### src/rtl/fft_twiddle_gen.sv
// fft_twiddle_gen: streams one radix-2 DIT FFT stage's twiddle factors from a folded quarter-wave cosine table
module fft_twiddle_gen #(
  parameter int N_LOG2 = 5,
  parameter int DATA_W = 16,
  parameter int FRAC_W = 8,
  localparam int SW = (N_LOG2 > 2) ? $clog2(N_LOG2) : 1
) (
  input  logic              clk,
  input  logic              rst_n,
  input  logic              start,
  input  logic [SW-1:0]     stage,
  input  logic              inverse,
  output logic              busy,
  output logic              cfg_err,
  output logic              out_valid,
  input  logic              out_ready,
  output logic [DATA_W-1:0] out_re,
  output logic [DATA_W-1:0] out_im,
  output logic [N_LOG2-2:0] out_k,
  output logic              out_last
);
  localparam int KW = N_LOG2 - 1;
  localparam int N = 1 << N_LOG2;
  localparam logic [KW-1:0] QTR = KW'(N / 4);

  // Quantised first-quadrant cosine, evaluated at elaboration by Taylor series
  function automatic logic [DATA_W-1:0] cos_q(input int m);
    real x, t, s;
    x = 6.283185307179586 * m / N;
    t = 1.0;
    s = 1.0;
    for (int i = 1; i < 14; i++) begin
      t = -t * x * x / ((2 * i - 1) * (2 * i));
      s = s + t;
    end
    return DATA_W'($rtoi(s * (1 << FRAC_W) + 0.5));
  endfunction

  logic [DATA_W-1:0] c_tab [N/4+1];
  for (genvar g = 0; g <= N / 4; g++) begin : g_tab
    localparam logic [DATA_W-1:0] CV = cos_q(g);
    assign c_tab[g] = CV;
  end

  typedef enum logic [1:0] {IDLE, RUN, DRAIN} state_t;
  state_t state, next;

  logic [SW-1:0] s_q;
  logic          inv_q;
  logic [KW-1:0] b, k_iss, k1, ca1, sa1;
  logic          v1, last1, hi1, adv, legal, hi;

  assign adv   = !out_valid || out_ready;
  assign legal = int'(stage) < N_LOG2;
  assign busy  = state != IDLE;
  assign k_iss = (b & ~({KW{1'b1}} << s_q)) << (KW - int'(s_q));
  assign hi    = k_iss >= QTR;

  // FSM state register
  always_ff @(posedge clk or negedge rst_n)
    if (!rst_n) state <= IDLE;
    else state <= next;

  // Next state: legal start launches, last issue drains, final handshake returns to idle
  always_comb begin
    next = state;
    if (state == IDLE && start && legal) next = RUN;
    else if (state == RUN && adv && &b) next = DRAIN;
    else if (state == DRAIN && out_valid && out_ready && out_last) next = IDLE;
  end

  // Latched stage config, butterfly counter and illegal-stage error pulse
  always_ff @(posedge clk or negedge rst_n)
    if (!rst_n) begin
      s_q     <= '0;
      inv_q   <= 1'b0;
      b       <= '0;
      cfg_err <= 1'b0;
    end else begin
      cfg_err <= state == IDLE && start && !legal;
      if (state == IDLE && start && legal) begin
        s_q   <= stage;
        inv_q <= inverse;
        b     <= '0;
      end else if (state == RUN && adv) b <= b + 1'b1;
    end

  // Two-stage pipeline: P1 forms k and fold addresses, P2 reads the table and applies signs
  always_ff @(posedge clk or negedge rst_n)
    if (!rst_n) begin
      v1        <= 1'b0;
      k1        <= '0;
      last1     <= 1'b0;
      hi1       <= 1'b0;
      ca1       <= '0;
      sa1       <= '0;
      out_valid <= 1'b0;
      out_k     <= '0;
      out_last  <= 1'b0;
      out_re    <= '0;
      out_im    <= '0;
    end else if (adv) begin
      v1        <= state == RUN;
      k1        <= k_iss;
      last1     <= state == RUN && &b;
      hi1       <= hi;
      ca1       <= hi ? QTR - (k_iss - QTR) : k_iss;
      sa1       <= hi ? k_iss - QTR : QTR - k_iss;
      out_valid <= v1;
      out_k     <= k1;
      out_last  <= last1 && v1;
      out_re    <= hi1 ? -c_tab[ca1] : c_tab[ca1];
      out_im    <= inv_q ? c_tab[sa1] : -c_tab[sa1];
    end
endmodule

### config.mk
export PLATFORM = sky130hd
export DESIGN_NAME = fft_twiddle_gen
export DESIGN_NICKNAME = d
export VERILOG_FILES = /design/src/rtl/fft_twiddle_gen.sv
export SDC_FILE = /design/constraint.sdc
export NUM_CORES = 1
export LEC_CHECK = 0
export BUFFER_PORTS_ARGS = -buffer_cell sky130_fd_sc_hd__buf_2
export CAP_MARGIN = 20
export CORE_ASPECT_RATIO = 1.75
export CORE_MARGIN = 3
export CORE_UTILIZATION = 25
export DETAILED_ROUTE_END_ITERATION = 8
export PLACE_DENSITY = 0.44
export REMOVE_ABC_BUFFERS = 1
export SLEW_MARGIN = 20
export SYNTH_ARGS = -nofsm -noshare
export SYNTH_HDL_FRONTEND = slang
export SYNTH_SLANG_ARGS = --single-unit
### constraint.sdc
create_clock -name clk -period 2.94 [get_ports clk]
set_input_delay 0.441 -clock clk [delete_from_list [all_inputs] [get_ports clk]]
set_output_delay 0.441 -clock clk [all_outputs]
set_load 0.02 [all_outputs]
**Word-level counts from Yosys, hierarchy flattened**

Memories as Yosys holds them, arrays and structs flattened.
Index checks and enable logic that the tools add are counted.

- Register bits: 64
- Memory bits (read-only): 512
- Input bits: 8
- Word-level logic and storage cells: 68
- Memories kept: 2

Memories:

| name | words | bits a word | rd ports | clocked after memory_dff | write ports | RTL line | source |
|---|---|---|---|---|---|---|---|
| (name not given) | 16 | 16 | 1 | 0 | 0 | 112 | `out_re <= hi1 ? -c_tab[ca1] : c_tab[ca1];` |
| (name not given) | 16 | 16 | 1 | 0 | 0 | 113 | `out_im <= inv_q ? c_tab[sa1] : -c_tab[sa1];` |

- $add $sub $neg: 7
- $lt $le $gt $ge: 4
- Eq/ne operators: 2
- Shifts and indexed selects: 2
- Mux-type cells: 13
- Bitwise operators: 4
- Reductions and logical operators: 18

Operators with widths:

| operator | count |
|---|---|
| two-way mux 16 bit | 6 |
| negator 16 bit | 2 |
| << shifter 4 x 32 -> 4 bit | 1 |
| two-way mux 4 bit | 4 |
| >= comparator 5 bit, second input constant | 2 |
| logical AND 1 bit | 10 |
| NOT 4 -> 5 bit | 2 |
| subtractor 4 bit, first input constant | 2 |
| two-way mux 2 bit | 3 |
| adder 4 x 1 -> 4 bit, second input constant | 1 |
| bitwise AND 4 bit | 1 |
| >= comparator 4 bit, second input constant | 1 |
| NOT 4 bit | 1 |
| AND reduction 4 bit | 1 |
| nonzero test 2 bit | 2 |
| << shifter 4 x 3 -> 4 bit, first input constant | 1 |
| subtractor 3 x 3 -> 4 bit, first input constant | 1 |
| subtractor 4 bit, second input constant | 1 |
| less-than comparator 3 bit, second input constant | 1 |
| nonzero test 3 bit | 1 |
| equality test 2 x 1 -> 1 bit, second input constant | 1 |
| equality test 2 bit, second input constant | 1 |
| zero test 1 bit | 2 |
| zero test 2 bit | 1 |
| logical OR 1 bit | 1 |

**Logic depth before layout (Yosys ltp)**

- Depth in word-level cells: 7
- Depth in mapped cells: 11
- Gate-level depth less buffers: 10

**Least setup slack after synthesis**

OpenSTA, ideal clock, no wires.

- Kind: register to register
- Start: register s_q[0]
- End: register ca1[1]
- Setup time: 0.130 ns
- Arrival time: 2.148 ns
- Required time: 2.810 ns
- Slack: 0.663 ns
- Stages on the path, launching flop included: 10
- Clock period less this slack: 2.277 ns
- Cells stage by stage: dfrtp_1 -> inv_2 -> ha_1 -> ha_1 -> nand4bb_1 -> a311o_1 -> ha_1 -> inv_1 -> o221ai_1 -> a21boi_2

- Word-level cells in the longest chain between the ends: 7

RTL lines:

| item | RTL line | source |
|---|---|---|
| from (decl) | 48 | `logic [SW-1:0] s_q;` |
| from (signal assigned) | 82 | `s_q <= stage;` |
| << shifter 4 x 3 -> 4 bit | 56 | `assign k_iss = (b & ~({KW{1'b1}} << s_q)) << (KW - int'(s_q));` |
| NOT 4 bit | 56 |  |
| bitwise AND 4 bit | 56 |  |
| << shifter 4 x 32 -> 4 bit (*) | 56 |  |
| subtractor 4 bit (2 in a row) | 107 | `ca1 <= hi ? QTR - (k_iss - QTR) : k_iss;` |
| two-way mux 4 bit (*) | 107 |  |
| to (signal assigned) | 107 |  |
| to (decl) | 50 | `logic [KW-1:0] b, k_iss, k1, ca1, sa1;` |

Every way passes the cells marked *; elsewhere a longest branch is shown, timed or not.
A chain may end at the register's enable or synchronous reset.

**Worst setup path in the final report**

Same ends and word-level chain as after synthesis.

==> out/qor.txt <==
DR vias -> 2596
antenna cell count -> 0
synth top area cells -> dfrtp_1 46%, nand2_1 7.2%, ha_1 6.4%, xnor2_1 2.9%, a21oi_1 2.9%
CP Class -> reg2reg
total grt overflow -> 0
Finish-stage setup viols -> 0
post-DP HPWL -> 5.74 mm
Clk pin slew, worst setup/hold paths -> 0.05 ns
Most used DFF post-synth -> dfrtp_1
cts hold-fix bufs -> 0
FF-to-FF setup slack -> 0.47 ns
cts bufs inserted -> 9
clock root buffer -> clkbuf_16
list of most frequent post-synthesis cells -> 64 x nand2_1, 61 x dfrtp_1, 24 x nor2_1, 19 x a21oi_1, 19 x o21ai_0
register area share after synthesis -> 0.459
area delta synth->final -> 21.3%
setup_tns -> 0 ns
Setup crit start kind -> register
RSZ-0062 raised after global routing -> false
Core Region -> 13000 sq um
Initial Util -> 0.256
global-route usage over all layers -> 0.117
Clock Sinks -> 61
Synth Area per Inst -> 9.30 sq um
RePlAce Congestion -> 0.790
WL per Instance -> 13.6 um
CTS H-tree lvls -> 3
Worst slew margin -> 0.456
die area -> 14800 sq um
Synth area leader -> dfrtp_1
crit path to -> ca1[1]
worst slew pin tran -> 0.816 ns
# Post-CTS Setup Buffers -> 0
CP startpoint -> s_q[0]
Die Y -> 159 um
outcome -> finished, final reports clean
Worst VDD drop -> 0.423 mV
worst r2r dst -> ca1[1]
Vias per Instance -> 4.51
Hold Fails Final Rpt -> 0
vias in the first global route -> 2732
Worst Setup End Kind -> register
antenna viol nets, final -> 0
critical path arrival -> 2.67 ns
Chip Width -> 93.2 um
Max FO, Critical Path -> 10
CTS Buffer Depth -> 2
# IOs -> 48
Synth Cell Area -> 3330 sq um
CTS resizes -> 0
# port buffers -> 47
Mapped Cells -> 358
WL final -> 7.84 mm
leakage power -> 1.95 nW
Post-Place Worst Slack -> 0.475 ns
Required @ worst endpoint -> 3.14 ns
max cap viols -> 0
Reg2Reg Depth -> 9
largest net degree at the start of global routing -> 62
global-route wire length before repair -> 13.5 mm
hold_ws -> 0.290 ns
initial antenna violation count -> 0
Slew Limit Fails -> 0
DRT iter0 DRCs -> 175
number of distinct library cells after synthesis -> 51
CTS tree -> yes
PwrDens -> 1270 nW/um^2
DRC Markers -> 0
Post-synth EDFFs -> 0
Hold Crit Class -> in2async
clock skew -> 0.00488 ns
worst skew pair latency -> 0.32 ns
DR pass1 iterations -> 4
Synth Register Bits -> 61
top-count cell post-synth -> nand2_1
reg2reg start -> s_q[0]
row cnt -> 55
Synthesis Warnings -> 0
share of cells above drive strength 1 -> 0.198
async set or reset register ratio after synthesis -> 1.00
worst setup margin -> 0.474 ns
Nets -> 427
min cycle time layout -> 2.47 ns
crit share post-route -> 0.839
Peak Freq -> 406 MHz
post-synth top area share -> 0.459
report_power, final:
part | total, mW | switching (mW) | internal [mW]
combinational | 2.51 | 1.50 | 1.01
sequential | 1.56 | 0.366 | 1.19
clock | 1.06 | 0.342 | 0.715
total | 5.13 | 2.20 | 2.92
logic make-up after synthesis:
family / synth area share
simple gates: 0.191
buf+inv: 0.0492
mux: 0.00940
xor+xnor: 0.0500
fa+ha+maj: 0.0639
flops: 0.459
compound gates: 0.178
layer usage:
layer	global-route usage	routed length (um)	vias to the layer above
li1	-	-	1313
met1	0.125	3120	1232
met2	0.213	4260	39
met3	0.0246	234	12
met4	0.0594	230	0
met5	0	0	-
worst min path at each step:
| stage | end | slack (ns) | depth (start not counted) | start |
|---|---|---|---|---|
| 2_1_floorplan | b[0] | 0.15 | 0 | rst_n |
| 3_3_place_gp | out_re[9] | 0.46 | 1 | out_re[9] |
| 4_1_cts | inv_q | 0.31 | 3 | inverse |
| 3_5_place_dp | out_re[10] | 0.46 | 1 | out_re[10] |
| 5_1_grt | inv_q | 0.35 | 3 | inverse |
| 6_report | s_q[1] | 0.29 | 2 | rst_n |
stage by stage:
step / instances / area, sq um / util / power, mW
3_3_place_gp: 562 / 3740 / 0.287 / 4.09
6_report: 576 / 4040 / 0.310 / 5.13
2_1_floorplan: 338 / 3240 / - / 3.36
4_1_cts: 576 / 4040 / 0.310 / 5.24
5_1_grt: 576 / 4040 / 0.310 / 5.60
3_5_place_dp: 562 / 3740 / 0.287 / 4.14
critical path, stage by stage, from the launching register on:
cell	delay, ns
dfrtp_1	0.52
inv_2	0.09
ha_1	0.21
ha_1	0.20
nand4bb_1	0.21
a311o_1	0.44
ha_1	0.33
inv_1	0.06
o221ai_1	0.11
a21boi_2	0.17
registers in the layout, indices dropped and copies added, names as in the netlist, 2 cells and up:
register  cells
sa1           3
ca1           4
out_k         4
state         2
out_im       16
b             4
k1            2
s_q           3
out_re       16
cell type report:
| cell class | count | area (sq um) |
|---|---|---|
| fill | 1387 | 8970 |
| multi-input combinational | 258 | 1650 |
| sequential | 61 | 1530 |
| timing repair buffer | 53 | 280 |
| clock buffer | 13 | 270 |
| tap | 171 | 214 |
| inverter | 19 | 71.3 |
| clock inverter | 1 | 30.0 |
cells in the final DEF, fill, tap and decap left out, drive strengths merged, types with 9 or more instances in the layout:
| cell | netlist | layout |
|---|---|---|
| ha | 17 | 17 |
| a21o | 12 | 12 |
| o21ai | 30 | 30 |
| nor2 | 25 | 25 |
| dfrtp | 61 | 61 |
| xnor2 | 11 | 11 |
| buf | 7 | 53 |
| inv | 19 | 19 |
| a21oi | 19 | 19 |
| nand2 | 64 | 64 |
| clkbuf | 13 | 13 |
| nand3 | 9 | 9 |
Note: power is estimated with default switching activity, not from simulation.
